$ cat config.mk
export PLATFORM = sky130hd
export DESIGN_NAME = hazard_ctrl
export DESIGN_NICKNAME = d
export VERILOG_FILES = /design/src/rtl/hazard_pkg.sv /design/src/rtl/forward_unit.sv /design/src/rtl/hazard_ctrl.sv
export SDC_FILE = /design/constraint.sdc
export NUM_CORES = 1
export LEC_CHECK = 0
export CAP_MARGIN = 40
export CELL_PAD_IN_SITES_DETAIL_PLACEMENT = 0
export CELL_PAD_IN_SITES_GLOBAL_PLACEMENT = 1
export CORE_UTILIZATION = 35
export DETAILED_ROUTE_END_ITERATION = 10
export GPL_TIMING_DRIVEN = 0
export HOLD_SLACK_MARGIN = 0.05
export PLACE_DENSITY_LB_ADDON = 0.1
export SLEW_MARGIN = 20
export SYNTH_ARGS = -nofsm -noshare
export SYNTH_HDL_FRONTEND = slang
export SYNTH_SLANG_ARGS = --single-unit
$ cat constraint.sdc
create_clock -name clk -period 3.3 [get_ports clk]
set_input_delay 0.495 -clock clk [delete_from_list [all_inputs] [get_ports clk]]
set_output_delay 0.495 -clock clk [all_outputs]
set_load 0.005 [all_outputs]
$ cat src/rtl/hazard_pkg.sv
// Shared definitions for the pipeline hazard controller: FSM encoding,
// forwarding select codes and the default MDU watchdog limit.
package hazard_pkg;

  typedef enum logic {
    ST_IDLE = 1'b0,
    ST_BUSY = 1'b1
  } hz_state_e;

  localparam logic [1:0] FWD_RF  = 2'b00;
  localparam logic [1:0] FWD_WB  = 2'b01;
  localparam logic [1:0] FWD_MEM = 2'b10;

  localparam int MDU_TIMEOUT_DEF = 64;

endpackage

$ cat src/rtl/forward_unit.sv
// Operand bypass select for one EX source register.
// The MEM result is younger than the WB result, so it wins when both match.
module forward_unit
  import hazard_pkg::*;
(
  input  logic [4:0] rs_i,
  input  logic [4:0] rd_m_i,
  input  logic       reg_write_m_i,
  input  logic [4:0] rd_w_i,
  input  logic       reg_write_w_i,
  output logic [1:0] fwd_o
);

  always_comb begin
    fwd_o = FWD_RF;
    if (reg_write_m_i && (rd_m_i != 5'd0) && (rd_m_i == rs_i)) begin
      fwd_o = FWD_MEM;
    end else if (reg_write_w_i && (rd_w_i != 5'd0) && (rd_w_i == rs_i)) begin
      fwd_o = FWD_WB;
    end
  end

endmodule

$ cat src/rtl/hazard_ctrl.sv
// Pipeline hazard controller: forwarding, load-use stall, branch flush and
// multi-cycle MDU sequencing with a sticky watchdog and stall/flush counters.
module hazard_ctrl
  import hazard_pkg::*;
#(
  parameter int MDU_TIMEOUT = MDU_TIMEOUT_DEF
) (
  input  logic        clk,
  input  logic        reset,
  input  logic [4:0]  rs1_D,
  input  logic [4:0]  rs2_D,
  input  logic [4:0]  rs1_E,
  input  logic [4:0]  rs2_E,
  input  logic [4:0]  rd_E,
  input  logic        MemRead_E,
  input  logic        mdu_req_E,
  input  logic        PCSrc_E,
  input  logic [4:0]  rd_M,
  input  logic        RegWrite_M,
  input  logic [4:0]  rd_W,
  input  logic        RegWrite_W,
  input  logic        mdu_done,
  output logic        StallF,
  output logic        StallD,
  output logic        StallE,
  output logic        FlushD,
  output logic        FlushE,
  output logic        FlushM,
  output logic [1:0]  ForwardA_E,
  output logic [1:0]  ForwardB_E,
  output logic        mdu_start,
  output logic        mdu_timeout,
  output logic [31:0] stall_cnt,
  output logic [31:0] flush_cnt
);

  localparam int              WD_W   = $clog2(MDU_TIMEOUT + 1);
  localparam logic [WD_W-1:0] WD_MAX = WD_W'(MDU_TIMEOUT);

  hz_state_e       state_q, state_d;
  logic [WD_W-1:0] wdog_q, wdog_d, wdog_inc;
  logic            timeout_q, timeout_d;
  logic [31:0]     stall_cnt_q, stall_cnt_d;
  logic [31:0]     flush_cnt_q, flush_cnt_d;
  logic            load_use;
  logic            stall_f, stall_d, stall_e, flush_d, flush_e, flush_m, start;

  forward_unit u_fwd_a (
    .rs_i          (rs1_E),
    .rd_m_i        (rd_M),
    .reg_write_m_i (RegWrite_M),
    .rd_w_i        (rd_W),
    .reg_write_w_i (RegWrite_W),
    .fwd_o         (ForwardA_E)
  );

  forward_unit u_fwd_b (
    .rs_i          (rs2_E),
    .rd_m_i        (rd_M),
    .reg_write_m_i (RegWrite_M),
    .rd_w_i        (rd_W),
    .reg_write_w_i (RegWrite_W),
    .fwd_o         (ForwardB_E)
  );

  assign load_use = MemRead_E && (rd_E != 5'd0) && ((rd_E == rs1_D) || (rd_E == rs2_D));
  assign wdog_inc = (wdog_q == WD_MAX) ? wdog_q : wdog_q + 1'b1;

  always_comb begin
    state_d   = state_q;
    wdog_d    = wdog_q;
    timeout_d = timeout_q;
    stall_f   = 1'b0;
    stall_d   = 1'b0;
    stall_e   = 1'b0;
    flush_d   = 1'b0;
    flush_e   = 1'b0;
    flush_m   = 1'b0;
    start     = 1'b0;
    case (state_q)
      ST_IDLE: begin
        if (PCSrc_E) begin
          flush_d = 1'b1;
          flush_e = 1'b1;
        end else if (load_use) begin
          stall_f = 1'b1;
          stall_d = 1'b1;
          flush_e = 1'b1;
        end
        // A flushed EX slot holds no real MDU instruction, so never launch it.
        if (mdu_req_E && !flush_e) begin
          start   = 1'b1;
          state_d = ST_BUSY;
          wdog_d  = '0;
        end
      end
      ST_BUSY: begin
        if (mdu_done) begin
          state_d = ST_IDLE;
        end else begin
          stall_f = 1'b1;
          stall_d = 1'b1;
          stall_e = 1'b1;
          flush_m = 1'b1;
        end
        wdog_d = wdog_inc;
        if (wdog_inc == WD_MAX) timeout_d = 1'b1;
      end
      default: state_d = ST_IDLE;
    endcase
  end

  // Controls are forced low while reset is held so the pipeline sees no hazards.
  assign StallF    = reset & stall_f;
  assign StallD    = reset & stall_d;
  assign StallE    = reset & stall_e;
  assign FlushD    = reset & flush_d;
  assign FlushE    = reset & flush_e;
  assign FlushM    = reset & flush_m;
  assign mdu_start = reset & start;

  assign stall_cnt_d = stall_cnt_q + {31'd0, StallF};
  assign flush_cnt_d = flush_cnt_q + {31'd0, FlushE};

  always_ff @(posedge clk or negedge reset) begin
    if (!reset) begin
      state_q     <= ST_IDLE;
      wdog_q      <= '0;
      timeout_q   <= 1'b0;
      stall_cnt_q <= '0;
      flush_cnt_q <= '0;
    end else begin
      state_q     <= state_d;
      wdog_q      <= wdog_d;
      timeout_q   <= timeout_d;
      stall_cnt_q <= stall_cnt_d;
      flush_cnt_q <= flush_cnt_d;
    end
  end

  assign mdu_timeout = timeout_q;
  assign stall_cnt   = stall_cnt_q;
  assign flush_cnt   = flush_cnt_q;

endmodule

Word-level counts from Yosys, hierarchy flattened
Cells that the tools add are included.
W data, S select, Z words.

storage, ports and cells
  input port bits = 43
  output and inout bits = 76
  flip-flop bits (word level) = 73
  word-level logic and storage cells = 58

operators by class
  add/subtract/negate cells = 3
  equality and inequality tests = 9
  reduce and logical (&&, ||, !) cells = 15
  muxes and demuxes = 20
  bitwise gates (word level) = 6

operators with widths
  operator               count
  $add A32 B1 Y32        2
  $eq A5 B5 Y1           6
  $reduce_bool A5 Y1     3
  $eq A7 B7 Y1 const B   2
  $mux W7                2
  $pmux W7 S2            1
  $mux W1                13
  $logic_and A1 B1 Y1    9
  $add A7 B1 Y7 const B  1
  $and A1 B1 Y1          5
  $mux W2                2
  $pmux W1 S2            2
  $ne A2 B2 Y1 const B   1
  $reduce_and A2 Y1      1
  $logic_not A1 Y1       1
  $logic_or A1 B1 Y1     1
  $not A1 Y1             1

Depth between registers and ports, before layout
  depth after elaboration = 11
  gate-level depth with buffers = 11
  mapped depth without buffers = 11

Hierarchy
A second synthesis with hierarchy kept.

unflattened totals
  cell total of the unflattened synthesis = 359
  area total of the unflattened synthesis = 3,804.9 um2

by module, submodules not included
  module        cells an instance  sequential area each (um2)  times used  area each (um2)
  hazard_ctrl   319                1,826.8                     1           3,502.1
  forward_unit  20                 0.0                         2           151.4

Worst setup path after synthesis
Ideal clock, no wire load.

  path kind = input to register
  from = input port rd_E[4]
  to = register stall_cnt_q[29] (netlist: stall_cnt[29])
  setup time = 79 ps
  arrival time = 2,660 ps
  cell stages on the path = 10
  path slack = 561 ps
  buffers on the path = 0
  cells stage by stage = xnor2_1 -> nand3_1 -> o22ai_1 -> a41o_1 -> ha_1 -> nand4_2 -> or3_4 -> or3_4 -> nor2_2 -> xor2_1

between the ends
  cells in the longest elaborated chain, start to end = 8
  elaborated cells on any way between the ends = 11
  those cells by class = add/sub (1); eq/ne (2); mux (3); bitwise (1); reduce/logical (4)

ends and longest elaborated chain
  element                                                    RTL line            source
  from (decl)                                                hazard_ctrl.sv:14   input logic [4:0] rd_E,
  $eq A5 B5 Y1 or $reduce_bool A5 Y1 (tied branches)         hazard_ctrl.sv:66   assign load_use = MemRead_E && (rd_E != 5'd0) && ((rd_E == rs1_D) || (rd_E == rs2_D));
  $logic_or A1 B1 Y1 or $logic_and A1 B1 Y1 (tied branches)  hazard_ctrl.sv:66
  $logic_and A1 B1 Y1 (*)                                    hazard_ctrl.sv:66
  $mux W1 (*) (2 in series)                                  --
  $pmux W1 S2 (*)                                            --
  $and A1 B1 Y1 (*)                                          --
  net StallD                                                 hazard_ctrl.sv:24   output logic StallD,
  $add A32 B1 Y32 (*)                                        hazard_ctrl.sv:122  assign stall_cnt_d = stall_cnt_q + {31'd0, StallF};
  net stall_cnt_d[29]                                        hazard_ctrl.sv:43   logic [31:0] stall_cnt_q, stall_cnt_d;
  to (signal assigned)                                       hazard_ctrl.sv:136  stall_cnt_q <= stall_cnt_d;
  to (decl)                                                  hazard_ctrl.sv:43

The timed path passes the listed nets; every way through them passes the cells marked *.
A chain may end at the register's enable or synchronous reset.

Final worst setup path
  from = input port rd_W[3]
  to = output port ForwardB_E[0]

between the ends
  cells in the longest elaborated chain, start to end = 5
  elaborated cells on any way between the ends = 6
  those cells by class = eq/ne (1); mux (2); reduce/logical (3)

ends and longest elaborated chain
  element                  RTL line            source
  from (decl)              hazard_ctrl.sv:20   input logic [4:0] rd_W,
  $reduce_bool A5 Y1       forward_unit.sv:18  end else if (reg_write_w_i && (rd_w_i != 5'd0) && (rd_w_i == rs_i)) begin
  $logic_and A1 B1 Y1      forward_unit.sv:18
  $logic_and A1 B1 Y1 (*)  forward_unit.sv:18
  $mux W1 (*)              forward_unit.sv:18
  $mux W2 (*)              forward_unit.sv:16  if (reg_write_m_i && (rd_m_i != 5'd0) && (rd_m_i == rs_i)) begin
  to (decl)                hazard_ctrl.sv:30   output logic [1:0] ForwardB_E,

Mark *: on every way between the ends. The rest lies on a longest branch, timed or not.

==> flow_metrics.tcl <==
set metrics [dict create \
    drive_above_1_share 0.0752 \
    die_area_mm2 0.0111 \
    top_level_ports 119 \
    critPathLaunchType "input pin" \
    syn-cell-area_mm2 0.00374 \
    r2r.worst_path.cells 9 \
    grt_pass1_wl_um 14000 \
    synthArstFlopShare 1.00 \
    yosysSeqAreaShare 0.488 \
    utilization 0.524 \
    synth-seq-cells 73 \
    grt_pass1_vias 2989 \
    final_cell_mix "117 x clkdlybuf4s50_1, 73 x dfrtp_1, 58 x xnor2_1, 37 x xor2_1, 34 x nand2_1" \
    crit_path_max_fanout 3 \
    first_iter_violations 105 \
    drc 0 \
    ys.flop_type "dfrtp_1" \
    cts_buffers 9 \
    worstHoldPathType "reg -> reg" \
    timing.hold.ws_ns 0.476 \
    max_freq_mhz 314 \
    nets 537 \
    yosysWarnings 0 \
    tightestPinTransition_ns 0.535 \
    vias 2957 \
    fin_crit_ns 3.18 \
    crit_type "in -> out" \
    core_area_mm2 0.0104 \
    hold_start "mdu_timeout$_DFFE_PN0P_" \
    clkSinkCount 73 \
    cts_tree "built" \
    synth.avg_cell_area_um2 10.6 \
    cts-root-buf "clkbuf_8" \
    htree_levels 3 \
    gr-total-overflow 0 \
    synth_edf_count 0 \
    place_congestion 0.758 \
    fin_crit_sh 0.964 \
    slew_violations 0 \
    rsz0062_at_grt "no" \
    timing.final.hold_violations 0 \
    grt_max_degree 52 \
    critPathCaptureType "output port" \
    status "finished, final reports clean" \
    multi_input_area_mm2 0.00187 \
    synth_cells 354 \
    clkLatencyLatePin_ns 0.34 \
    fin_skew_ns 0.0154 \
    mostFrequentLayoutCell "clkdlybuf4s50_1" \
    dpl_cell_area_mm2 0.00512 \
    maxCapViolations 0 \
    die_h_um 105 \
    die_w_um 105 \
    clockBufferDepth 2 \
    synthDistinctLibCells 46 \
    total_power_uw 2400 \
    area_growth_syn_to_layout_pct 45.2 \
    routed_wl_um 8360 \
    setup_viol 0 \
    slew_headroom 0.640 \
    rows 37 \
    synthesis.nets 403 \
    drt_first_pass_iters 4 \
    r2r_end "stall_cnt[29]$_DFF_PN0_" \
    arrival_ns 2.68 \
    worstSetupStartpoint "rd_W[3]" \
    worstReg2RegStart "state_q$_DFF_PN0_" \
    viasPerCell 4.71 \
    wl_per_cell_um 13.3 \
    vdd_ir_drop_max_v 0.000281 \
    clk_pin_slew_ns 0.09 \
    reg2reg_slack_ns 0.63 \
    final_area_mm2 0.00544 \
    whs_path_depth 2 \
    antenna_cells 0 \
    power-per-cell-area_mw_per_mm2 441 \
    antenna_found_initial 0 \
    p_leak_uw 0.00233 \
    fillers 993 \
    min_to "mdu_timeout$_DFFE_PN0P_" \
    dpl.hpwl_um 6230 \
    track_usage 0.158 \
    place.port_buffers 118 \
    initial_core_util 0.361 \
    worstPathRequired_ns 2.80 \
    post-cts-setup-buffers 0 \
    antenna_left 0 \
    seqCellArea_mm2 0.00183 \
]
-- worst max-delay path, cell delays in order --
cell	delay (ns)
clkdlybuf4s50_1	0.55
or4_1	0.14
o21ai_1	0.06
or4_1	0.52
nor4_1	0.36
clkdlybuf4s50_1	0.57
-- layout make-up --
type / instances / share of cell area
Inverter: 9 / 0.00621
Clock inverter: 5 / 0.0237
Sequential cell: 73 / 0.336
Clock buffer: 10 / 0.0235
Tap cell: 136 / 0.0313
Multi-Input combinational cell: 266 / 0.343
Buffer: 6 / 0.00575
Timing Repair Buffer: 123 / 0.230
-- synthesized netlist by cell type, types with 2 or more instances --
cell type,instances,area share
a21oi_1,2,0.0027
nor2b_1,2,0.0033
nor2_2,2,0.0033
nand2_1,34,0.034
and3_1,9,0.015
nor4_1,4,0.0067
clkbuf_1,3,0.0030
nor3_1,6,0.0080
xor2_1,37,0.087
nand2b_1,2,0.0033
and2_1,3,0.0050
or4_1,5,0.010
and4_1,2,0.0047
o21ai_0,2,0.0027
or3_4,2,0.0060
ha_1,6,0.020
inv_1,9,0.0090
xnor2_1,58,0.14
nand4_1,9,0.015
o31ai_1,3,0.0060
nand3b_1,2,0.0040
buf_4,2,0.0040
and4_2,3,0.0080
a211oi_1,2,0.0040
o21ai_1,2,0.0027
nor2_1,25,0.025
dfrtp_1,73,0.49
nand3_1,27,0.036
-- power breakdown --
part	total, µW	internal, µW	switching, µW
logic	428	252	176
clock network	906	577	330
registers	1060	972	91.6
-- how the worst max path moves through the flow --
stage / end
CTS: mdu_start
finish: ForwardB_E[0]
floorplan: stall_cnt[29]$_DFF_PN0_
detailed placement: stall_cnt[28]$_DFF_PN0_
global route: ForwardB_E[0]
global placement: stall_cnt[28]$_DFF_PN0_
-- routing by layer --
metal  share of wire  track usage
met1            0.46        0.210
met2            0.46        0.253
met3           0.069       0.0433
met4           0.011       0.0423
met5               0            0
-- registers in the layout (all words and copies together), names as in the netlist --
name         cells
flush_cnt       32
stall_cnt       32
wdog_q           7
mdu_timeout      1
state_q          1
-- stage by stage --
stage | std cells | setup WS, ns | TNS [ns]
after global placement | 608 | -2.63 | -220.39
after global routing | 628 | 0.00955 | 0
after CTS | 627 | 0.0162 | 0
after detailed placement | 609 | -0.331 | -3.01
final | 628 | 0.120 | 0
after floorplan | 354 | 0.561 | 0
-- cells by family after synthesis --
| logic type | after synthesis | synth area share |
|---|---|---|
| multiplexers | 1 | 0.00267 |
| buffers and inverters | 15 | 0.0174 |
| XOR/XNOR | 95 | 0.222 |
| AND/OR/NAND/NOR | 146 | 0.215 |
| flip-flops | 73 | 0.488 |
| AO/OA/AOI/OAI | 18 | 0.0344 |
| adder cells (fa/ha/maj) | 6 | 0.0201 |
-- what timing repair did --
item / CTS / global route
hold buffers: 3 / 0
resized for setup: 0 / 3
hold endpoints to repair: 1 / 0
endpoints found under the setup margin: 0 / 10
No activity file was read; power rests on OpenSTA's default activity.
==> edit, RTL diff (same settings) <==
Make the reset (`reset`) synchronous in one clocked block.
--- a/src/rtl/hazard_ctrl.sv
+++ b/src/rtl/hazard_ctrl.sv
@@ -123,5 +123,5 @@
   assign flush_cnt_d = flush_cnt_q + {31'd0, FlushE};
 
-  always_ff @(posedge clk or negedge reset) begin
+  always_ff @(posedge clk) begin
     if (!reset) begin
       state_q     <= ST_IDLE;
Check against the original RTL: differs if reset is asserted again (counterexample within 4 cycles, from zero or initial values and one cycle with reset low); with reset held inactive, the same outputs for 10 cycles.
==> edit against the unedited design <==
Setup slack gained 0.012 ns; synthesized cell count grew 24%; sequential cell count is the same; design area shrank 2.3%; highest routed layer unchanged; via count grew 18%; area after synthesis grew 0.13%; routed wire length grew 15%.
Power is not compared: it rests on default switching activity, and its combinational part moved more than twofold at a synthesized area within 25%.
==> edit: results (changes against the unedited design) <==
Status
  • Outcome: finished, final reports clean (unchanged)

Synthesis
  • Count of mapped cells out of synthesis: 440 (was 354)
  • Most common flop cell mapped by yosys: sky130_fd_sc_hd__dfxtp_1 (was sky130_fd_sc_hd__dfrtp_1)
  • Sequential element share of the synthesized area: 0.390 (was 0.488)
  • List of most frequent post-synthesis cells: 73 x sky130_fd_sc_hd__dfxtp_1, 59 x sky130_fd_sc_hd__nor2_1, 43 x sky130_fd_sc_hd__xnor2_1, 42 x sky130_fd_sc_hd__xor2_1, 30 x sky130_fd_sc_hd__nand3_1 (was 73 x sky130_fd_sc_hd__dfrtp_1, 58 x sky130_fd_sc_hd__xnor2_1, 37 x sky130_fd_sc_hd__xor2_1, 34 x sky130_fd_sc_hd__nand2_1, 27 x sky130_fd_sc_hd__nand3_1)
  • Unique masters post-synth: 45 (was 46)
  • Main area contributors after synthesis: sky130_fd_sc_hd__dfxtp_1 39%, sky130_fd_sc_hd__xnor2_1 10%, sky130_fd_sc_hd__xor2_1 9.8% (was sky130_fd_sc_hd__dfrtp_1 49%, sky130_fd_sc_hd__xnor2_1 14%, sky130_fd_sc_hd__xor2_1 8.7%)

GRT
  • Global-route wire length before repair: 15,800 um (was 14,000 um)
  • Vias in the first global route: 3,332 (was 2,989)

Setup path
  • Largest stage delay on the critical path: 0.63 ns (was 0.57 ns)
  • Arr. time, crit path: 2.67 ns (was 2.68 ns)

Finish
  • # nets final: 622 (was 537)
  • Multi-input combinational gate total: 334 (was 266)
  • Non-clock buffering overhead: 0.241 (was 0.236)
  • Fraction of area in multi-input gates: 0.409 (was 0.343)
  • Total area of sequential cells: 0.00146 sq mm (was 0.00183 sq mm)
  • Final design area excluding fillers: 0.00531 sq mm (was 0.00544 sq mm)
  • Non-clock buffer instance count of the final layout: 141 (was 129)
  • Count of non-CTS inverters in the layout: 14 (was 9)
  • Layout cells sized above 1: 0.0606 (was 0.0752)

Timing
  • Slew HR: 0.542 (was 0.640)
  • Clock skew: 0.0173 ns (was 0.0154 ns)

Placed design
  • Number of placed instances with taps included: 696 (was 609)
  • IO Port Bufs: 117 (was 118)
  • Final weighted congestion in routability-driven placement: 0.793 (was 0.758)
  • Area of placed instances: 0.00511 sq mm (was 0.00512 sq mm)
  • Worst-case setup slack after placement: -0.601 ns (was -0.331 ns)

Detailed routing
  • Routed wire per std cell: 13.4 um (was 13.3 um)
## edit: cell count changes after synthesis, sizes merged, moves of 6 or more
cell and change:
a21oi +6, dfrtp -73, dfxtp +73, and2 +8, clkbuf +12, nor2 +32, o21ai +6, nor3 +7
nand4 +7, nand2 -8, xnor2 -15
## edit: metal layers
metal  vias to the layer above  track usage  routed length [um]
li1                       1785            -                   -
met1                      1627        0.225                4500
met2                        67        0.290                4570
met3                         5       0.0495                 452
met4                         0       0.0476                  76
met5                         -            0                   0
## edit: cell families after synthesis
kind of cell,Yosys count,share of synthesized area
adders and majority gates,6,0.0200
muxes,1,0.00267
buffers and inverters,33,0.0354
and+or+nand+nor,208,0.295
DFF,73,0.390
AOI/OAI and AO/OA,34,0.0588
xor gates and xnor gates,85,0.199
## edit: worst register-to-register path: stages, from the launching register on
cell,delay [ns]
sky130_fd_sc_hd__dfxtp_1,0.38
sky130_fd_sc_hd__nor2_1,0.33
sky130_fd_sc_hd__o21a_1,0.23
sky130_fd_sc_hd__ha_2,0.21
sky130_fd_sc_hd__nand2_1,0.08
sky130_fd_sc_hd__or2_2,0.29
sky130_fd_sc_hd__clkbuf_1,0.20
sky130_fd_sc_hd__or3_1,0.42
sky130_fd_sc_hd__xnor2_1,0.14
sky130_fd_sc_hd__and2_1,0.15
## edit: path summary, 6_finish.rpt
kind	from	endpoint	slack, ns
worst max-delay path	rd_E[0]	mdu_start	0.13
worst min-delay path	mdu_timeout	mdu_timeout	0.48
worst max register to register	state_q	flush_cnt[13]	0.78
worst min register to register	mdu_timeout	mdu_timeout	0.48
## edit: timing repair
| item | 4_1_cts | 5_1_grt |
|---|---|---|
| gates resized for setup | 1 | 5 |
| pin swaps | 0 | 2 |
| setup endpoints to repair | 4 | 7 |
| buffers inserted | 1 | 1 |
